===== src/rtl/wb_arb_pkg.sv =====
// Shared definitions for the writeback port arbiter: output-stage state encoding
// and default widths.
package wb_arb_pkg;

    typedef enum logic {
        S_EMPTY = 1'b0,
        S_FULL  = 1'b1
    } wb_state_e;

    localparam int unsigned DEF_AW    = 5;
    localparam int unsigned DEF_CNT_W = 16;

endpackage


===== src/rtl/mux2_32.sv =====
// 32-bit 2:1 data select used on the writeback data path.
module mux2_32 (
    input  logic [31:0] I0,
    input  logic [31:0] I1,
    input  logic        sel,
    output logic [31:0] out
);

    assign out = sel ? I1 : I0;

endmodule


===== src/rtl/wb_port_arbiter.sv =====
// Two-requester writeback arbiter for the register-file write port. It has a
// one-entry registered output stage and saturating per-requester grant counters.
module wb_port_arbiter
    import wb_arb_pkg::*;
#(
    parameter int unsigned AW         = DEF_AW,
    parameter int unsigned CNT_W      = DEF_CNT_W,
    parameter int unsigned FIXED_PRIO = 0
) (
    input  logic             clk,
    input  logic             rst_n,
    input  logic             req0_valid,
    input  logic [AW-1:0]    req0_addr,
    input  logic [31:0]      req0_data,
    output logic             req0_ready,
    input  logic             req1_valid,
    input  logic [AW-1:0]    req1_addr,
    input  logic [31:0]      req1_data,
    output logic             req1_ready,
    output logic             out_valid,
    output logic [AW-1:0]    out_addr,
    output logic [31:0]      out_data,
    output logic             out_src,
    input  logic             out_ready,
    input  logic             clr_cnt,
    output logic [CNT_W-1:0] gnt_cnt0,
    output logic [CNT_W-1:0] gnt_cnt1
);

    localparam logic [CNT_W-1:0] CNT_MAX = {CNT_W{1'b1}};

    wb_state_e     state_q, state_d;
    logic          last_grant_q;
    logic          grant;
    logic          can_load;
    logic          accept;
    logic [31:0]   sel_data;
    logic [AW-1:0] sel_addr;

    // Grant depends only on valids and the pointer, never on addr/data.
    always_comb begin
        grant = 1'b0;
        if (req1_valid && !req0_valid) begin
            grant = 1'b1;
        end else if (req1_valid && req0_valid && FIXED_PRIO == 0) begin
            grant = ~last_grant_q;
        end
    end

    assign can_load   = (state_q == S_EMPTY) || out_ready;
    assign req0_ready = rst_n && can_load && !grant && req0_valid;
    assign req1_ready = rst_n && can_load && grant && req1_valid;
    assign accept     = req0_ready || req1_ready;

    always_comb begin
        state_d = state_q;
        if (accept) begin
            state_d = S_FULL;
        end else if (out_ready) begin
            state_d = S_EMPTY;
        end
    end

    mux2_32 u_data_mux (
        .I0  (req0_data),
        .I1  (req1_data),
        .sel (grant),
        .out (sel_data)
    );

    assign sel_addr = grant ? req1_addr : req0_addr;

    always_ff @(posedge clk) begin
        if (!rst_n) begin
            state_q      <= S_EMPTY;
            last_grant_q <= 1'b1;
            out_addr     <= '0;
            out_data     <= '0;
            out_src      <= 1'b0;
        end else begin
            state_q <= state_d;
            if (accept) begin
                out_addr     <= sel_addr;
                out_data     <= sel_data;
                out_src      <= grant;
                last_grant_q <= grant;
            end
        end
    end

    // Clear takes priority over a coincident accept.
    always_ff @(posedge clk) begin
        if (!rst_n || clr_cnt) begin
            gnt_cnt0 <= '0;
            gnt_cnt1 <= '0;
        end else begin
            if (req0_ready && gnt_cnt0 != CNT_MAX) gnt_cnt0 <= gnt_cnt0 + 1'b1;
            if (req1_ready && gnt_cnt1 != CNT_MAX) gnt_cnt1 <= gnt_cnt1 + 1'b1;
        end
    end

    assign out_valid = (state_q == S_FULL);

endmodule


===== config.mk =====
export PLATFORM = sky130hd
export DESIGN_NAME = wb_port_arbiter
export DESIGN_NICKNAME = d
export VERILOG_FILES = /design/src/rtl/wb_arb_pkg.sv /design/src/rtl/mux2_32.sv /design/src/rtl/wb_port_arbiter.sv
export SDC_FILE = /design/constraint.sdc
export NUM_CORES = 1
export LEC_CHECK = 0
export BUFFER_PORTS_ARGS = -buffer_cell sky130_fd_sc_hd__buf_4
export CAP_MARGIN = 20
export CORE_UTILIZATION = 30
export CTS_BUF_LIST = sky130_fd_sc_hd__clkbuf_4 sky130_fd_sc_hd__clkbuf_8 sky130_fd_sc_hd__clkbuf_16
export DETAILED_ROUTE_END_ITERATION = 8
export GPL_TIMING_DRIVEN = 0
export PLACE_DENSITY = 0.64
export SLEW_MARGIN = 20
export SYNTH_ARGS = -nofsm -noshare
export SYNTH_HDL_FRONTEND = slang
export SYNTH_SLANG_ARGS = --single-unit

===== constraint.sdc =====
create_clock -name clk -period 2.5 [get_ports clk]
set_input_delay 0.125 -clock clk [delete_from_list [all_inputs] [get_ports clk]]
set_output_delay 0.125 -clock clk [all_outputs]
set_load 0.01 [all_outputs]

==> impl_metrics.ini <==
[clock_tree]
cts_post_setup_buffers_inserted = 0
clock-root-buffer = sky130_fd_sc_hd__clkbuf_16
cts.reportedPaths.clkPinSlew_ps = 60
cts.htree.levels = 3
cts-buffers-inserted = 9
clk-insertion-delay-late_ps = 320
cts_sinks = 72
post_cts_hold_buffer_count = 0
cts.path.max_buffers = 2
cts_tree = built
ctsResizeCount = 0

[cells_and_area]
finalNetCount = 608
stdcell_area_sq_um = 4959
n_antenna_cell = 0
final-seq-area_sq_um = 1441
synthToLayoutAreaGrowth_pct = 46.40
filler_cell_count = 1104
drive_gt1_share_pct = 33.58
multiInputGateArea_sq_um = 1826

[logic_synthesis]
number_of_nets_produced_by_synthesis = 446
yosys_reg_bits = 72
async_reset_ff_share_pct = 0
yosysTopAreaCell = sky130_fd_sc_hd__dfxtp_1
synthesis.area_sq_um = 3387
synth.lib_cells_used.distinct = 36
synth_enable_flop_cells = 0
synth_cells = 364
seq_area_frac_synth_pct = 42.56
yosys.cell_count.top_type = sky130_fd_sc_hd__dfxtp_1
synth-warning-count = 0
synth_top_cells_by_count = sky130_fd_sc_hd__dfxtp_1, sky130_fd_sc_hd__nand2_1, sky130_fd_sc_hd__mux2i_1, sky130_fd_sc_hd__o211a_1, sky130_fd_sc_hd__nor2_1
postSynth.topFlopCell = sky130_fd_sc_hd__dfxtp_1
syn_area_per_cell_sq_um = 9.305
netlist_top_cells_area = sky130_fd_sc_hd__dfxtp_1, sky130_fd_sc_hd__mux2i_1, sky130_fd_sc_hd__o211a_1
synth_top_area_share_pct = 42.56

[critical_path]
crit_start = gnt_cnt1[0]
rr_endpoint = gnt_cnt1[0]
end_kind = flop
worstReg2RegStart = gnt_cnt1[0]
critical_path.startpoint_type = flop
crit_end = gnt_cnt1[0]
reg_to_reg_slack_setup_ps = 390
r2r.worst_path.cells = 6
critPathRequiredTime_ps = 2690
timing.setup.critical_path_class = flop to flop
crit_fanout = 9
worst_ep_arrival_time_ps = 2300

[global_routing]
pin_count_of_the_biggest_net_entering_global_routing = 13
antenna_found_initial = 0
grt_use_total_pct = 17.18
grt_first_pass_wirelength_um = 15600
grt.overflow.total = 0
vias_in_the_first_global_route = 3212

[timing]
max_freq_mhz = 474.9
worstMarginPinSlew_ps = 764.9
finalSetupViolations = 0
slew_viol_final = 0
worst_clock_skew_ps = 4.653
headroom_to_the_max_slew_limit_pct = 48.59
hold_viol_final = 0
finalCriticalPeriod_ps = 2106
tns_setup_ps = 0
final.hold.worst_slack_ps = 102.0
min_period_over_period_pct = 84.23
rsz0062_at_grt = false

[drt]
drt-vias-per-instance = 4.906
detail_route.first_pass.iterations = 4
drt_drc_violations_left = 0
routedWlPerCell_um = 14.54
detail_route.wirelength_um = 9741
vias = 3287
detail_route.iter0.violations = 99
drt.antenna.violating_nets = 0

[die]
rows = 38
die-area_sq_um = 11720
die_h_um = 108.3
die_w_um = 108.3
pin_count = 153
start_util_pct = 30.97
core_region_sq_um = 10940

[place]
port-buffer-count = 151
dp_hpwl_um = 7521
place_congestion = 0.8667
detailed_place.area_sq_um = 4696

[job]
maxCapViolCount = 0

[worst_hold_path]
hp-class = input pin to flop
min_path_cells = 3

[pwr]
irDropWorstVdd_mv = 0.2736
cellPowerDensity_nw_per_um2 = 567.4
power.static_leakage_nw = 2.376

[run_status]
run_status = completed
==> worst max-delay path: stages (launching register included) <==
cell	delay [ps]
sky130_fd_sc_hd__dfxtp_1	430
sky130_fd_sc_hd__ha_1	240
sky130_fd_sc_hd__nand4_1	190
sky130_fd_sc_hd__nor4_2	720
sky130_fd_sc_hd__nor2_1	160
sky130_fd_sc_hd__xnor2_1	180
sky130_fd_sc_hd__nor2_1	50
==> cells by family after synthesis <==
group | Yosys count | share of synthesized area [%]
AO/OA/AOI/OAI | 53 | 14.41
XOR/XNOR | 27 | 6.982
adder cells (fa/ha/maj) | 2 | 0.7387
buffers and inverters | 28 | 3.546
flip-flops | 72 | 42.56
multiplexers | 37 | 10.93
AND/OR/NAND/NOR | 145 | 20.83
==> through the flow <==
stage | total power [mW] | std cells | util [%] | setup WS, ps
3_3_place_gp | 1.693 | 655 | 42.94 | 430.8
5_1_grt | 2.954 | 670 | 45.34 | 239.6
2_1_floorplan | 1.465 | 364 | - | 666.7
6_report | 2.813 | 670 | 45.34 | 394.3
3_5_place_dp | 1.703 | 655 | 42.94 | 405.0
4_1_cts | 2.855 | 670 | 45.34 | 391.9
==> metal layers <==
metal,GRT usage [%],wire (um),up-vias
met4,7.046,190,0
li1,-,-,1630
met2,30.03,4824,91
met1,20.92,4292,1548
met5,0,0,-
met3,2.712,433,18
==> worst min path at each step <==
stage | start | end
after floorplan | req1_valid | last_grant_q
after global placement | req1_valid | last_grant_q
after detailed placement | req1_valid | last_grant_q
after CTS | req1_valid | last_grant_q
after global routing | req1_valid | last_grant_q
final | req1_valid | last_grant_q
==> flip-flops by register name, summed over array words and instances (netlist names) <==
signal and count:
out_src 1, out_data 32, last_grant_q 1, gnt_cnt0 16, out_addr 5, gnt_cnt1 16
out_valid 1
==> power breakdown <==
part	switching (mW)	internal, mW
sequential	0.0324	1.20
combinational	0.200	0.236
clock	0.481	0.660
total	0.714	2.10
==> area by class of cell <==
class / instances / share of cell area (%)
buffer: 23 / 2.044
clock buffer: 9 / 4.542
clock inverter: 6 / 0.7570
inverter: 5 / 0.3785
tap: 140 / 3.533
sequential: 72 / 29.07
timing repair buffer: 151 / 22.86
multi-input combinational: 264 / 36.82
==> layout by cell type, fill, tap and decap left out, types with 6 or more instances in the layout <==
master and n:
sky130_fd_sc_hd__clkbuf_16 9, sky130_fd_sc_hd__dfxtp_1 72, sky130_fd_sc_hd__buf_4 151, sky130_fd_sc_hd__nand3_1 12, sky130_fd_sc_hd__clkbuf_1 15, sky130_fd_sc_hd__xnor2_1 27
sky130_fd_sc_hd__mux2i_1 37, sky130_fd_sc_hd__nor3_1 9, sky130_fd_sc_hd__buf_2 6, sky130_fd_sc_hd__nand4_1 9, sky130_fd_sc_hd__nand2_1 51, sky130_fd_sc_hd__nor2_1 32
sky130_fd_sc_hd__o211a_1 37, sky130_fd_sc_hd__nor4_1 14
(Power assumes the default switching activity.)
